`src/rtl/inst_queue.sv`:
```
// Dual-lane instruction queue: circular buffer with up to two pushes and two
// pops per cycle, a global stall and a mispredict flush.
module inst_queue #(
  parameter int DATA_W    = 88,
  parameter int DEPTH     = 16,
  parameter int AF_MARGIN = 2
) (
  input  logic                       clk_in,
  input  logic                       rst_n_in,
  input  logic                       rdy_in,
  input  logic                       flush_in,
  input  logic [1:0]                 push_valid,
  input  logic [DATA_W-1:0]          push_data0,
  input  logic [DATA_W-1:0]          push_data1,
  output logic [1:0]                 push_ready,
  output logic [DATA_W-1:0]          pop_data0,
  output logic [DATA_W-1:0]          pop_data1,
  output logic [1:0]                 pop_valid,
  input  logic [1:0]                 pop_en,
  output logic [$clog2(DEPTH+1)-1:0] count,
  output logic                       full,
  output logic                       almost_full,
  output logic                       empty
);

  localparam int PW = $clog2(DEPTH);
  localparam int CW = $clog2(DEPTH+1);

  // Handshake: a lane transfers when its valid/en and ready/valid are both high
  // on a rising clock with rdy_in=1; lane 1 only ever transfers together with lane 0.

  logic [DATA_W-1:0] mem_q [DEPTH];
  logic [PW-1:0]     rd_ptr_q, rd_ptr_d;
  logic [PW-1:0]     wr_ptr_q, wr_ptr_d;
  logic [CW-1:0]     count_q, count_d;

  logic [CW-1:0] free_slots;
  logic [PW-1:0] rd_ptr_p1;
  logic [PW-1:0] wr_ptr_p1;
  logic          do_pop0, do_pop1, do_push0, do_push1;
  logic [1:0]    pop_cnt, push_cnt;
  logic          update_en;

  assign free_slots = CW'(DEPTH) - count_q;
  assign rd_ptr_p1  = rd_ptr_q + PW'(1);
  assign wr_ptr_p1  = wr_ptr_q + PW'(1);

  assign pop_valid[0]  = (count_q > CW'(0));
  assign pop_valid[1]  = (count_q > CW'(1));
  assign push_ready[0] = (free_slots > CW'(0));
  assign push_ready[1] = (free_slots > CW'(1));

  assign pop_data0 = pop_valid[0] ? mem_q[rd_ptr_q]  : '0;
  assign pop_data1 = pop_valid[1] ? mem_q[rd_ptr_p1] : '0;

  assign count       = count_q;
  assign full        = (count_q == CW'(DEPTH));
  assign empty       = (count_q == CW'(0));
  assign almost_full = ({{(32-CW){1'b0}}, free_slots} <= 32'(AF_MARGIN));

  assign do_pop0  = pop_en[0] && pop_valid[0];
  assign do_pop1  = do_pop0 && pop_en[1] && pop_valid[1];
  assign do_push0 = push_valid[0] && push_ready[0];
  assign do_push1 = do_push0 && push_valid[1] && push_ready[1];

  assign pop_cnt  = do_pop1  ? 2'd2 : (do_pop0  ? 2'd1 : 2'd0);
  assign push_cnt = do_push1 ? 2'd2 : (do_push0 ? 2'd1 : 2'd0);

  // Storage writes only in a normal (unstalled, unflushed, out-of-reset) cycle.
  assign update_en = rst_n_in && rdy_in && !flush_in;

  always_comb begin
    rd_ptr_d = rd_ptr_q;
    wr_ptr_d = wr_ptr_q;
    count_d  = count_q;
    if (rdy_in) begin
      if (flush_in) begin
        rd_ptr_d = '0;
        wr_ptr_d = '0;
        count_d  = '0;
      end else begin
        rd_ptr_d = rd_ptr_q + PW'(pop_cnt);
        wr_ptr_d = wr_ptr_q + PW'(push_cnt);
        count_d  = count_q + CW'(push_cnt) - CW'(pop_cnt);
      end
    end
  end

  always_ff @(posedge clk_in) begin
    if (!rst_n_in) begin
      rd_ptr_q <= '0;
      wr_ptr_q <= '0;
      count_q  <= '0;
    end else begin
      rd_ptr_q <= rd_ptr_d;
      wr_ptr_q <= wr_ptr_d;
      count_q  <= count_d;
    end
  end

  // Validity is carried by count alone, so the array is never cleared.
  always_ff @(posedge clk_in) begin
    if (update_en && do_push0) mem_q[wr_ptr_q]  <= push_data0;
    if (update_en && do_push1) mem_q[wr_ptr_p1] <= push_data1;
  end

endmodule

```
`config.mk`:
```
export PLATFORM = sky130hd
export DESIGN_NAME = inst_queue
export DESIGN_NICKNAME = d
export VERILOG_FILES = /design/src/rtl/inst_queue.sv
export SDC_FILE = /design/constraint.sdc
export NUM_CORES = 2
export LEC_CHECK = 0
export CAP_MARGIN = 25
export CELL_PAD_IN_SITES_DETAIL_PLACEMENT = 0
export CELL_PAD_IN_SITES_GLOBAL_PLACEMENT = 2
export CORE_MARGIN = 2
export CORE_UTILIZATION = 35
export DETAILED_ROUTE_END_ITERATION = 7
export PLACE_DENSITY = 0.7
export SLEW_MARGIN = 5
export SYNTH_ARGS = -nofsm -noshare
export SYNTH_HDL_FRONTEND = slang
export SYNTH_SLANG_ARGS = --single-unit
```
`constraint.sdc`:
```
create_clock -name clk_in -period 17 [get_ports clk_in]
set_input_delay 3.4 -clock clk_in [delete_from_list [all_inputs] [get_ports clk_in]]
set_output_delay 3.4 -clock clk_in [all_outputs]
set_load 0.005 [all_outputs]
```
**Yosys cells after proc, flatten, opt, wreduce, memory -nomap -nowiden**

Memories as Yosys holds them, arrays and structs flattened. A register that Yosys moved wholly into a read port is not among the register bits.
Cells that the tools add are included.

- Register bits after elaboration: 13
- Memory bits (writable): 1,408
- Input bits: 184
- Output and inout port bits: 188
- Logic and storage cells: 44
- Memories kept: 1

- Add/sub/neg operators: 7
- Magnitude comparators: 5
- Equal/unequal tests: 1
- Mux-type cells: 15
- Reduce and logical (&&, ||, !) cells: 12

Memories:

| name | words | width | read ports | clocked after Yosys merged registers in | write ports | RTL line | RTL |
|---|---|---|---|---|---|---|---|
| mem_q | 16 | 88 | 2 | 1 | 2 | 32 | `logic [DATA_W-1:0] mem_q [DEPTH];` |

Operator list:

| operator | number |
|---|---|
| $mux 88 | 2 |
| $gt 5x1->1 const B | 4 |
| $mux 4 | 4 |
| $logic_and 1x1->1 | 10 |
| $add 4x1->4 const B | 2 |
| $add 4x2->4 | 2 |
| $mux 1 | 6 |
| $add 5x2->5 | 1 |
| $eq 5x5->1 const B | 1 |
| $le 5x2->1 const B | 1 |
| $logic_not 5->1 | 1 |
| $mux 5 | 1 |
| $sub 5x2->5 | 1 |
| $sub 5x5->5 const A | 1 |
| $mux 2 | 2 |
| $logic_not 1->1 | 1 |

**Longest topological paths before layout**

- Word-level depth: 9
- Gate-level depth with buffers: 18
- Gate-level depth less buffers: 18

**Worst setup path after synthesis**

Ideal clock, no wire load.

- Path type: input port to flip-flop
- From: input rdy_in
- To: memory mem_q[8][0], enable pin
- Setup time: 0.565 ns
- Data arrival time: 8.304 ns
- Required time: 16.435 ns
- Slack: 8.130 ns
- Cell stages on the path: 3
- Buffers on the path: 0
- Path through: nor2b_1 -> nand3_1 -> o22ai_1

RTL lines:

| what | RTL line | RTL |
|---|---|---|
| start: declaration | 10 | `input logic rdy_in,` |
| end: declaration | 32 |  |

==> results by group <==
Outcome
  • Status: completed

Synth
  • Dominant synthesized flop cell: edfxtp_1
  • Distinct cells, synth: 53
  • Syn_area_per_cell: ~16 µm²
  • Main combinational cell family by area after synthesis: multiplexers
  • Sequential area share after synthesis: 0.515
  • Adder-cell share of the synthesized area: 0.00369
  • Post-Synth Simple-Gate Area: 0.0203
  • Synth Area in Compound Gates: 0.0335
  • Number of synthesized register bits: 1425
  • Post-synth EDFFs: 1408
  • Asr flop ratio synth: 0
  • Multiplexer area fraction after synthesis: 0.394
  • Post-Synth XOR/XNOR Area: 0.000636
  • Syn Nets: around 5.3k
  • Synthesized area: slightly above 80000 µm²
  • Post-Syn Instances: ~5.0k
  • Synth Warn #: 0

Worst setup path
  • CP Class: flip-flop to output port
  • CP arrival: roughly 6000 ps
  • Worst path required time: approximately 14000 ps
  • Crit path max fanout: 83
  • Flop-to-flop setup slack: about 11000 ps
  • Worst stage delay on the critical path: roughly 750 ps
  • Crit. End Element: output port
  • Critical-path cell list: buf_12 -> buf_4 -> buf_4 -> buf_4 -> mux4_2 -> mux2i_1 -> o22ai_1 -> clkdlybuf4s50_1
  • Slowest-stage cell, CP: buf_4
  • R2R depth: 12
  • Worst setup SP type: flip-flop
  • Most used cell, CP: buf_4

Final layout
  • Most frequent cells in the layout: edfxtp_1, mux2_2, mux4_2
  • FILL cells: between 20k and 25k
  • Commonest non-fill, non-tap cell in the layout: edfxtp_1
  • Nets: between 5k and 6k
  • Layout cell share with drive strength beyond 1: 0.473
  • Synth-to-layout area growth: 14.6%
  • Multi-input gate area: 37700 µm²
  • Sequential Area: between 40000 and 50000 µm²

Die
  • Row Count: around 180
  • DIE WIDTH: between 400 and 500 µm
  • Die H: 490 µm
  • Core Area: 235000 µm²
  • I/O pins: between 300 and 400
  • Die ar.: 240000 µm²
  • Starting Density: 0.352

Worst hold path
  • Hold path depth: 2
  • Hold Path Class: flip-flop to flip-flop

Timing
  • Final setup vio count: 0
  • Final setup TNS: 0 ps
  • Setup Skew: 58.5 ps
  • Min Tclk post-route: about 9500 ps
  • Setup ws final: approximately 7500 ps
  • Max-slew violations: 0
  • Max-slew headroom: 0.267
  • Unrepaired setup endpoints after global routing: no
  • Fin. Hold Viols: 0
  • Final Cycle Share: 0.561
  • Max Freq: between 0.1 and 0.15 GHz
  • Slew of the pin with the lowest slew margin: approximately 1100 ps

Global route
  • Gr usage total: 0.253
  • Antenna violations before repair: 50
  • Vias in the first global route: ~54k
  • First-pass GRT wire length: 436000 µm
  • Pin count of the biggest net entering global routing: 140
  • Total gr overflow: 0

Routing
  • Final wirelength: about 310000 µm
  • Initial drt markers: about 5.7k
  • Via count: 52.7k
  • DRT Pass-1 Iters: 5
  • Vias per cell: between 6 and 7
  • Routed len/inst: 36.9 µm
  • Number of remaining DRC errors: 0
  • Detail Route Antenna Nets: 0

Placement
  • Pre-CTS setup slack: between 8000 and 9000 ps
  • Port Buf Inserts: around 370
  • Hpwl dp: roughly 160000 µm
  • RePlAce Congestion: around 0.8

Clock network
  • CTS Buf Count: 170
  • CTS Sinks: approximately 1.4k
  • Setup Buffers After CTS: 0
  • Clock Path Buffers: 3
  • Clk pin slew, worst setup/hold paths: 60 ps
  • H-tree levels: 4
  • Number of hold buffers added after CTS: 0
  • CTS tree: built
  • Insertion delay to the later sink of the worst-skew pair: 850 ps
  • Root Driver: clkbuf_16
  • Cts repair resizes: 0

Run
  • Max Cap Viol: 0

Power
  • Worst VDD drop: ~0.00032 V
  • P_leak: between 20 and 30 nW
  • Pwr/cell area: ~120 nW/µm²
[sequential cells by signal, indices dropped and copies added, names as in the netlist, named ones only]
| register | flops |
|---|---|
| rd_ptr_q | 4 |
| wr_ptr_q | 4 |
| count | 5 |
| mem_q | 1408 |
[Yosys cell counts, types with 3 or more instances]
master,n,area (µm²)
edfxtp_1,1408,42300
mux2_2,1385,15600
mux4_2,671,15100
clkbuf_1,362,1360
nand2_1,244,916
mux2i_1,161,1610
buf_2,147,736
a31oi_1,89,557
a221oi_1,88,771
o22ai_1,63,394
buf_4,41,308
buf_1,32,120
nor2b_1,26,163
a21oi_1,24,120
mux2_1,24,270
inv_1,23,86.3
nor2_1,23,86.3
o21ai_0,23,115
ha_1,18,225
a211oi_1,17,128
a22oi_1,17,128
a311oi_1,17,149
a32oi_1,17,149
dfxtp_1,17,340
o211ai_1,17,128
nand4_1,16,100
and2_1,12,75.1
nor2_2,9,56.3
nor2_4,7,78.8
buf_6,6,67.6
nand3_1,5,25.0
fa_1,4,80.1
o31ai_1,3,22.5
xnor2_1,3,26.3
xor2_1,3,26.3
[path summary, 6_finish.rpt]
| path | start | endpoint |
|---|---|---|
| setup / recovery | flip-flop | pop_data0[27] |
| hold / removal | count[3] | count[3] |
| setup reg to reg | count[0] | mem_q[5][67] |
| hold reg to reg | count[3] | count[3] |
[cells by family (layout without fill, tap and decap cells)]
| kind of cell | count (synthesis) | in the layout |
|---|---|---|
| muxes | 2241 | 2241 |
| and+or+nand+nor | 359 | 359 |
| xor gates and xnor gates | 6 | 6 |
| buffers and inverters | 611 | 829 |
| adders and majority gates | 22 | 22 |
| other | 0 | 18 |
| AOI/OAI and AO/OA | 385 | 385 |
| DFF | 1425 | 1425 |
[where the power goes]
part | switching [W] | internal, W | total [W]
registers | 0.0000405 | 0.00390 | 0.00394
clock network | 0.00157 | 0.00208 | 0.00365
logic | 0.00190 | 0.00148 | 0.00338
total | 0.00351 | 0.00746 | 0.0110
[worst max-delay path: cells and delay by family, from the launching register on]
family	cells	cell delay (ps)
buffers and inverters	5	3240
multiplexers	2	940
flip-flops	1	740
AO/OA/AOI/OAI	1	190
[area by class of cell]
class                   instances  share of cell area
diodes                         18            0.000475
clock buffers                 199              0.0465
multi-input cells            3013               0.398
well taps                    3150              0.0416
repair buffers                500              0.0524
flip-flops and latches       1425               0.450
inverters                      23            0.000990
clock inverters               107              0.0108
[metrics by stage]
step / instance area [µm²] / util / std cells / hold WS (ps) / total power [W]
after floorplan: 82700 / - / 5049 / 518 / 0.00557
after global placement: 89200 / 0.379 / 8102 / 546 / 0.00740
after detailed placement: 89200 / 0.379 / 8107 / 553 / 0.00741
after CTS: 94700 / 0.403 / 8413 / 565 / 0.0111
after global routing: 94800 / 0.403 / 8430 / 590 / 0.0113
final: 94800 / 0.403 / 8435 / 573 / 0.0110
[layer usage]
layer  global-route usage  share of wire  wire length, µm  up-vias
li1                     -              -                -    21000
met5                    0        0.00054              167        -
met4               0.0873          0.034            10500       26
met1                0.333           0.40           126000    28700
met2                0.421           0.49           153000     2422
met3               0.0459          0.072            22500      511
No activity file was read; power rests on OpenSTA's default activity.
